[src/rtl/wb_arbiter_pkg.sv]
// Shared writeback constants: default widths and result bus field layout.
// The reservation station decodes its snoop bus with the same definitions.
package wb_arbiter_pkg;

    localparam int PREG_W_DEF = 6;
    localparam int ROB_W_DEF  = 6;
    localparam int DATA_W     = 32;
    localparam int NUM_FU_DEF = 3;

    localparam int BUS_WIDTH     = 1 + ROB_W_DEF + PREG_W_DEF + DATA_W;
    localparam int BUS_VALID     = 44;
    localparam int BUS_ROB_HI    = 43;
    localparam int BUS_ROB_LO    = 38;
    localparam int BUS_RD_HI     = 37;
    localparam int BUS_RD_LO     = 32;
    localparam int BUS_RESULT_HI = 31;
    localparam int BUS_RESULT_LO = 0;

    // Add an offset to a round-robin index, wrapping modulo 3.
    function automatic logic [1:0] rr_add(
        input logic [1:0] p,
        input logic [1:0] o
    );
        logic [2:0] s;
        s = {1'b0, p} + {1'b0, o};
        if (s >= 3'd3) begin
            s = s - 3'd3;
        end
        return s[1:0];
    endfunction

endpackage

[src/rtl/wb_fifo.sv]
// Per-FU result buffer: small power-of-2 FIFO with registered count.
// Head is the oldest entry; push is refused when full, pop when empty.
module wb_fifo #(
    parameter int WIDTH = 44,
    parameter int DEPTH = 4
) (
    input  logic                       clk,
    input  logic                       rst_n,
    input  logic                       push,
    input  logic                       pop,
    input  logic [WIDTH-1:0]           din,
    output logic                       full,
    output logic                       empty,
    output logic [$clog2(DEPTH):0]     count,
    output logic [WIDTH-1:0]           head
);

    localparam int AW = $clog2(DEPTH);
    localparam int CW = AW + 1;

    logic [WIDTH-1:0] mem [DEPTH];
    logic [AW-1:0]    wr_ptr;
    logic [AW-1:0]    rd_ptr;
    logic             do_push;
    logic             do_pop;

    assign full    = (count == CW'(DEPTH));
    assign empty   = (count == '0);
    assign do_push = push && !full;
    assign do_pop  = pop && !empty;
    assign head    = mem[rd_ptr];

    // Storage write; contents need no reset since count gates every read.
    always_ff @(posedge clk) begin
        if (do_push) begin
            mem[wr_ptr] <= din;
        end
    end

    // Pointers wrap naturally; count tracks occupancy 0..DEPTH.
    always_ff @(posedge clk or negedge rst_n) begin
        if (!rst_n) begin
            wr_ptr <= '0;
            rd_ptr <= '0;
            count  <= '0;
        end else begin
            if (do_push) begin
                wr_ptr <= wr_ptr + 1'b1;
            end
            if (do_pop) begin
                rd_ptr <= rd_ptr + 1'b1;
            end
            unique case ({do_push, do_pop})
                2'b10:   count <= count + 1'b1;
                2'b01:   count <= count - 1'b1;
                default: count <= count;
            endcase
        end
    end

endmodule

[src/rtl/wb_arbiter.sv]
// Writeback stage: buffers FU results and broadcasts up to two per cycle.
// Round-robin scan from rr_ptr picks bus0 then bus1 from distinct FIFOs.
module wb_arbiter
    import wb_arbiter_pkg::*;
#(
    parameter int PREG_WIDTH = PREG_W_DEF,
    parameter int ROB_WIDTH  = ROB_W_DEF,
    parameter int FIFO_DEPTH = 4,
    parameter int NUM_FU     = NUM_FU_DEF
) (
    input  logic                                clk,
    input  logic                                rst_n,
    input  logic [NUM_FU-1:0]                   fu_valid,
    input  logic [NUM_FU*PREG_WIDTH-1:0]        fu_rd,
    input  logic [NUM_FU*DATA_W-1:0]            fu_result,
    input  logic [NUM_FU*ROB_WIDTH-1:0]         fu_rob,
    output logic [NUM_FU-1:0]                   fu_ready,
    output logic [ROB_WIDTH+PREG_WIDTH+DATA_W:0] bus0,
    output logic [ROB_WIDTH+PREG_WIDTH+DATA_W:0] bus1,
    output logic                                idle
);

    localparam int ENTRY_W = ROB_WIDTH + PREG_WIDTH + DATA_W;
    localparam int BW      = ENTRY_W + 1;
    localparam int CNT_W   = $clog2(FIFO_DEPTH) + 1;

    logic [NUM_FU-1:0]  push;
    logic [NUM_FU-1:0]  pop;
    logic [NUM_FU-1:0]  full;
    logic [NUM_FU-1:0]  empty;
    logic [ENTRY_W-1:0] head  [NUM_FU];
    logic [CNT_W-1:0]   count [NUM_FU];

    logic [1:0]    rr_ptr;
    logic [1:0]    rr_next;
    logic [1:0]    g0;
    logic [1:0]    g1;
    logic          g0_vld;
    logic          g1_vld;
    logic [BW-1:0] bus0_d;
    logic [BW-1:0] bus1_d;
    logic          all_zero;

    assign fu_ready = rst_n ? ~full : '0;
    assign push     = fu_valid & fu_ready;

    for (genvar k = 0; k < NUM_FU; k++) begin : g_fu
        wb_fifo #(
            .WIDTH (ENTRY_W),
            .DEPTH (FIFO_DEPTH)
        ) u_fifo (
            .clk   (clk),
            .rst_n (rst_n),
            .push  (push[k]),
            .pop   (pop[k]),
            .din   ({fu_rob[k*ROB_WIDTH +: ROB_WIDTH],
                     fu_rd[k*PREG_WIDTH +: PREG_WIDTH],
                     fu_result[k*DATA_W +: DATA_W]}),
            .full  (full[k]),
            .empty (empty[k]),
            .count (count[k]),
            .head  (head[k])
        );
    end

    // Scan from rr_ptr: first non-empty FIFO to bus0, second to bus1.
    always_comb begin
        logic [1:0] idx;
        g0_vld = 1'b0;
        g1_vld = 1'b0;
        g0     = '0;
        g1     = '0;
        idx    = '0;
        for (int i = 0; i < NUM_FU; i++) begin
            idx = rr_add(rr_ptr, 2'(i));
            if (!empty[idx]) begin
                if (!g0_vld) begin
                    g0_vld = 1'b1;
                    g0     = idx;
                end else if (!g1_vld) begin
                    g1_vld = 1'b1;
                    g1     = idx;
                end
            end
        end
    end

    // Pops, next pointer (after last grant) and next bus words.
    always_comb begin
        pop     = '0;
        rr_next = rr_ptr;
        bus0_d  = '0;
        bus1_d  = '0;
        if (g0_vld) begin
            pop[g0] = 1'b1;
            bus0_d  = {1'b1, head[g0]};
            rr_next = rr_add(g0, 2'd1);
        end
        if (g1_vld) begin
            pop[g1] = 1'b1;
            bus1_d  = {1'b1, head[g1]};
            rr_next = rr_add(g1, 2'd1);
        end
    end

    // Arbitration pointer and registered result buses.
    always_ff @(posedge clk or negedge rst_n) begin
        if (!rst_n) begin
            rr_ptr <= '0;
            bus0   <= '0;
            bus1   <= '0;
        end else begin
            rr_ptr <= rr_next;
            bus0   <= bus0_d;
            bus1   <= bus1_d;
        end
    end

    // Idle when nothing is buffered and nothing is on either bus.
    always_comb begin
        all_zero = 1'b1;
        for (int k = 0; k < NUM_FU; k++) begin
            if (count[k] != '0) begin
                all_zero = 1'b0;
            end
        end
        idle = all_zero && !bus0[BW-1] && !bus1[BW-1];
    end

endmodule

[config.mk]
export PLATFORM = sky130hd
export DESIGN_NAME = wb_arbiter
export DESIGN_NICKNAME = d
export VERILOG_FILES = /design/src/rtl/wb_arbiter_pkg.sv /design/src/rtl/wb_fifo.sv /design/src/rtl/wb_arbiter.sv
export SDC_FILE = /design/constraint.sdc
export NUM_CORES = 1
export LEC_CHECK = 0
export BUFFER_PORTS_ARGS = -buffer_cell sky130_fd_sc_hd__buf_2
export CORE_UTILIZATION = 40
export CTS_CLUSTER_SIZE = 12
export DETAILED_ROUTE_END_ITERATION = 10
export MAX_ROUTING_LAYER = met4
export SYNTH_ARGS = -nofsm -noshare
export SYNTH_HDL_FRONTEND = slang
export SYNTH_SLANG_ARGS = --single-unit
[constraint.sdc]
create_clock -name clk -period 6.05 [get_ports clk]
set_input_delay 0.605 -clock clk [delete_from_list [all_inputs] [get_ports clk]]
set_output_delay 0.605 -clock clk [all_outputs]
set_load 0.01 [all_outputs]
# == Word level (Yosys, flattened, before mapping) ==
# Memory sizes are Yosys's and may differ from the RTL's.
# Cells that the tools add are included.
# totals
n_memories,3
ff_bits,113
ram_bits,528
output_inout_bits,94
# classes
reduce_logical,28
muxes,56
eq_ne,9
n_lt_le_gt_ge,14
add_sub_neg,21
n_bitwise,5
# mem_list
memory,depth,width,read_ports,rd_ports_with_merged_regs,write_ports,line_no,rtl
g_fu[0].u_fifo.mem,4,44,1,0,1,wb_fifo.sv:21,logic [WIDTH-1:0] mem [DEPTH];
g_fu[1].u_fifo.mem,4,44,1,0,1,wb_fifo.sv:21,
g_fu[2].u_fifo.mem,4,44,1,0,1,wb_fifo.sv:21,
# op_table
op,n
$bmux 44 s2,2
$mux 44,4
$mux 45,2
$mux 2,17
$mux 1,20
$pmux 3 s2,3
$lt 2x3->1 const B,5
$add 2x1->2 const B,6
$ge 3x2->1 const B,4
$logic_and 1x1->1,10
$sub 2x2->2 const B,5
$add 2x1->3 const B,3
$add 3x1->3 const B,3
$eq 3x3->1 const B,3
$logic_not 3->1,3
$mux 3,3
$reduce_bool 3->1,3
$sub 3x1->3 const B,3
$logic_not 1->1,8
$reduce_bool 2->1,4
$bmux 1 s2,3
$eq 2x1->1 const B,3
$eq 2x2->1 const B,3
$ge 3x3->1 const B,2
other kinds (8),11

# == Logic depth before layout (Yosys ltp) ==
# depth
depth_word,19
ltp_mapped,16
mapped_depth_nobuf,14

# == Modules after synthesis ==
# From an unflattened synthesis, not the netlist that was laid out.
# unflattened
hier_cells,1290
hier_area_um2,25320.5
# by_module_without_submodules
module,area_per_inst_um2,seq_area_each_um2,cells_per_inst,n_inst
wb_fifo,6836.6,5460.2,267,3
wb_arbiter,4810.9,2302.2,489,1

# == Worst setup path before layout ==
# Ideal clock, no wire load.
# synth_timing
kind,register -> register
start,register rr_ptr[0]
end,register g_fu[2].u_fifo.count[2]
required_ns,5.971
slack_ns,2.901
n_path_buf,2
path_stages_with_launch,17
period_less_slack_ns,3.149
arrival_time_ns,3.069
path_cell_list,dfrtp_1 > inv_1 > ha_1 > buf_2 > nor2b_1 > o211ai_1 > nand2_8 > inv_2 > buf_2 > ha_1 > a31o_1 > ha_1 > inv_1 > fa_1 > xor2_1 > nor2_1 > xor2_1
# synth_between
elab_chain_cells,19
word_cells_on_any_way,51
cone_classes,add/sub (5); order compare (7); eq/ne (2); mux (32); bitwise (1); reduce/logical (4)
# synth_lines
element,line_no,rtl
"start, declared",wb_arbiter.sv:34,logic [1:0] rr_ptr;
"start signal, assigned",wb_arbiter.sv:113,rr_ptr <= rr_next;
"parallel branches: the longest is 15 deep, another holds $add 2x1->3",n/a,
$mux 3 *,wb_arbiter.sv:99,if (g1_vld) begin
$logic_and 1x1->1 *,wb_fifo.sv:30,assign do_pop = pop && !empty;
named net g_fu[2].u_fifo.do_pop,wb_fifo.sv:25,logic do_pop;
$eq 2x1->1 or $eq 2x2->1 (tied branches),wb_fifo.sv:53,"unique case ({do_push, do_pop})"
$pmux 3 s2 or $reduce_bool 2->1 (tied branches),n/a,
"end signal, assigned",wb_fifo.sv:54,2'b10: count <= count + 1'b1;
"end signal, assigned",wb_fifo.sv:55,2'b01: count <= count - 1'b1;
"end signal, assigned",wb_fifo.sv:56,default: count <= count;
"end, declared",wb_fifo.sv:14,"output logic [$clog2(DEPTH):0] count,"
# Mark *: on every way through the listed nets, which the timed path passes. The select of a mux whose other input is x is not followed.
# A chain may end at the register's enable or synchronous reset.

# == Worst setup path after layout ==
# Ends and elaborated chain as after synthesis.

==> out/results.tsv <==
metric	value	unit
TritonCTS clock tree	yes	
number of nets in the layout	1688	
fraction of the cycle the final worst path needs	64.0	%
total routing resource utilization after global routing	20.4	%
Cell Pwr Density	567	nW/um2
Num Clock Sinks	641	
most numerous cell in the Yosys netlist	edfxtp_1	
violations in the final reports	negative hold slack	
worst r2r dst	g_fu[2].u_fifo.count[2]$_DFFE_PN0P_	
count of yosys warnings during synthesis	0	
average via count per standard cell	5.37	
fin worst setup slack	2.18	ns
master of the slowest instance on the critical path	ha_1	
leakage power	10.5	nW
FMAX	258	MHz
netlist area before placement	25400	um2
Hold Buf Count CTS	0	
minimum hold slack	-0.000361	ns
CP max FO	44	
routed length per instance	25.8	um
Die H	254	um
Arrival @ worst endpoint	4.38	ns
mean post-synth cell area	19.6	um2
Hold/Removal Path Class	primary input to async pin	
post-route clock skew	0.0176	ns
number of antenna-violating nets in the routed design	0	
largest cells by area after synthesis	edfxtp_1 62%, mux4_2 12%, dfrtp_1 11%, mux2i_1 3.5%, a211oi_2 1.9%	
cts repair resizes	0	
R2R cell count	14	
max capacitance violation total	0	
unrepaired setup endpoints after global routing	no	
slew margin rel.	26.1	%
post-CTS repair timing setup buffer count	0	
Pre-Repair DR Iteration Count	5	
cells along the critical path	inv_1 -> ha_1 -> nor2b_1 -> o211ai_1 -> nand2_8 -> inv_2 -> ha_1 -> a31o_1 -> ha_1 -> inv_1 -> fa_1 -> xor2_1 -> nor2_1 -> xor2_1	
type of element launching the critical path	flop	
dominant synthesized flop cell	edfxtp_1	
number of enable flip-flop cells after synthesis	528	
Pins Over Slew Limit	0	
family with the most delay on the worst path	adder cells	
Post-Syn Nets	1454	
transition time at the pin with the least slew margin	1.11	ns
sequential fraction of the synthesis area	73.6	%
drt initial violations	991	
final critical-path required period	3.87	ns
pin count of the biggest net entering global routing	66	
worst-case clock buffer depth	3	
Post-Route Utilization	47.7	%
total grt overflow	0	
Routed Wire Length	63000	um
later-pin clock latency in the skew report	0.60	ns
filler instances	5247	
count of boundary I/O pins	231	
kind of capture point of the worst setup path	flop	
initial standard-cell utilization of the core	40.8	%
synthesis-to-layout area growth	16.8	%
register clock-pin slew on the reported worst setup and hold paths	0.06	ns
origin of the critical flop-to-flop path	rr_ptr[0]$_DFFE_PN0P_	
final estimated routing congestion in global placement	0.824	
global-route wire length before repair	90900	um
number of remaining DRC errors	0	
total number of H-tree levels	3	
area occupied by multi-input gates	6290	um2
final hold violations	1	
number of library cell types mapped by synthesis	57	
status	finished, violations left	
slowest cell delay on critical path	0.63	ns
die outline area	64500	um2
dominant cell type by area after synthesis	edfxtp_1	
post-placement worst setup slack	2.23	ns
HPWL after DPL	36700	um
core region area	62200	um2
setup slack of the worst register-to-register path	2.18	ns
Setup Total Neg Slack	0	ns
async set or reset register ratio after synthesis	17.6	%
Peak VDD IR	0.429	mV
cell with the most instances on the worst path	ha_1	
post-synthesis register bit count	641	
number of port buffers	230	
most frequent cells after synthesis	528 x edfxtp_1, 132 x mux4_2, 113 x dfrtp_1	
worst setup path class	flop to flop	
number of global-route vias before repair	13660	
share of layout cells above drive strength 1	34.0	%
data required time at the worst endpoint	6.56	ns
Row Count	91	
routed via count	13126	
total of endpoints with negative setup slack in the final report	0	
Root Driver	clkbuf_16	
Die W	254	um
Synth top area share	62.4	%
sum of buffers and inverters on the critical path	3	
number of instances in the synthesized netlist	1296	
storage element area	18700	um2
number of antenna violations at the first check in global routing	21	
CTS buffer count	71	
## area by class of cell
cell class,instances,share of cell area (%)
Timing Repair Buffer,239,4.13
Antenna cell,19,0.160
Clock inverter,29,0.671
Tap cell,837,3.53
Clock buffer,103,6.89
Sequential cell,641,63.1
Inverter,26,0.329
Multi-Input combinational cell,551,21.2
## layer usage
| metal | track usage [%] | vias to the layer above | routed length [um] |
|---|---|---|---|
| li1 | - | 5722 | - |
| met1 | 25.7 | 6945 | 26700 |
| met2 | 33.1 | 366 | 31600 |
| met3 | 4.78 | 93 | 3410 |
| met4 | 5.46 | 0 | 1240 |
| met5 | - | - | 0 |
## layout by cell type, fill, tap and decap left out, types with 3 or more instances in the layout
master,count
a211oi_1,7
a211oi_2,39
a21oi_1,54
a31oi_1,3
and2_1,3
and3_4,12
buf_2,229
buf_4,9
clkbuf_1,22
clkbuf_16,75
clkbuf_8,6
clkinv_1,12
clkinv_2,11
dfrtp_1,107
dfrtp_4,6
diode_2,19
edfxtp_1,528
fa_1,3
ha_1,18
inv_1,23
inv_6,3
mux2i_1,90
mux4_2,132
nand2_1,60
nor2_1,8
nor3_2,3
nor4_1,3
o21ai_0,18
o21ai_1,41
o22ai_1,3
xnor2_1,9
xor2_1,10
## how the worst max path moves through the flow
stage / startpoint / to / cells past startpoint
3_3_place_gp: rr_ptr[0]$_DFFE_PN0P_ / g_fu[2].u_fifo.count[2]$_DFFE_PN0P_ / 14
3_5_place_dp: rr_ptr[0]$_DFFE_PN0P_ / g_fu[2].u_fifo.count[2]$_DFFE_PN0P_ / 14
6_report: rr_ptr[0]$_DFFE_PN0P_ / g_fu[2].u_fifo.count[2]$_DFFE_PN0P_ / 14
2_1_floorplan: rr_ptr[0]$_DFFE_PN0P_ / g_fu[2].u_fifo.count[2]$_DFFE_PN0P_ / 16
4_1_cts: rr_ptr[0]$_DFFE_PN0P_ / g_fu[2].u_fifo.count[2]$_DFFE_PN0P_ / 14
5_1_grt: rr_ptr[0]$_DFFE_PN0P_ / g_fu[2].u_fifo.count[2]$_DFFE_PN0P_ / 14
## sequential cells by signal, summed over array words and instances, names as in the netlist
signal,cells
bus0,45
bus1,45
g_fu.u_fifo.count,9
g_fu.u_fifo.mem,528
g_fu.u_fifo.rd_ptr,6
g_fu.u_fifo.wr_ptr,6
rr_ptr,2
## stage by stage
stage,total power [mW],cells,area [um2]
floorplan,10.8,1296,25400
global placement,12.6,2294,27400
detailed placement,12.8,2294,27400
CTS,17.0,2426,29600
global route,17.6,2445,29600
finish,16.8,2445,29600
## logic make-up after synthesis
logic type | Yosys count | synth area share, %
compound gates | 186 | 5.26
xor+xnor | 19 | 0.655
fa+ha+maj | 21 | 1.12
buf+inv | 104 | 2.10
flops | 641 | 73.6
mux | 222 | 15.3
simple gates | 103 | 2.02
## where the power goes
| group | total [mW] | switching, mW | internal (mW) | leakage [nW] |
|---|---|---|---|---|
| registers | 6.44 | 0.770 | 5.67 | 6.13 |
| clock network | 4.12 | 1.69 | 2.43 | 1.10 |
| logic | 6.25 | 3.56 | 2.69 | 3.28 |
Power figures use the tool's default switching activity.
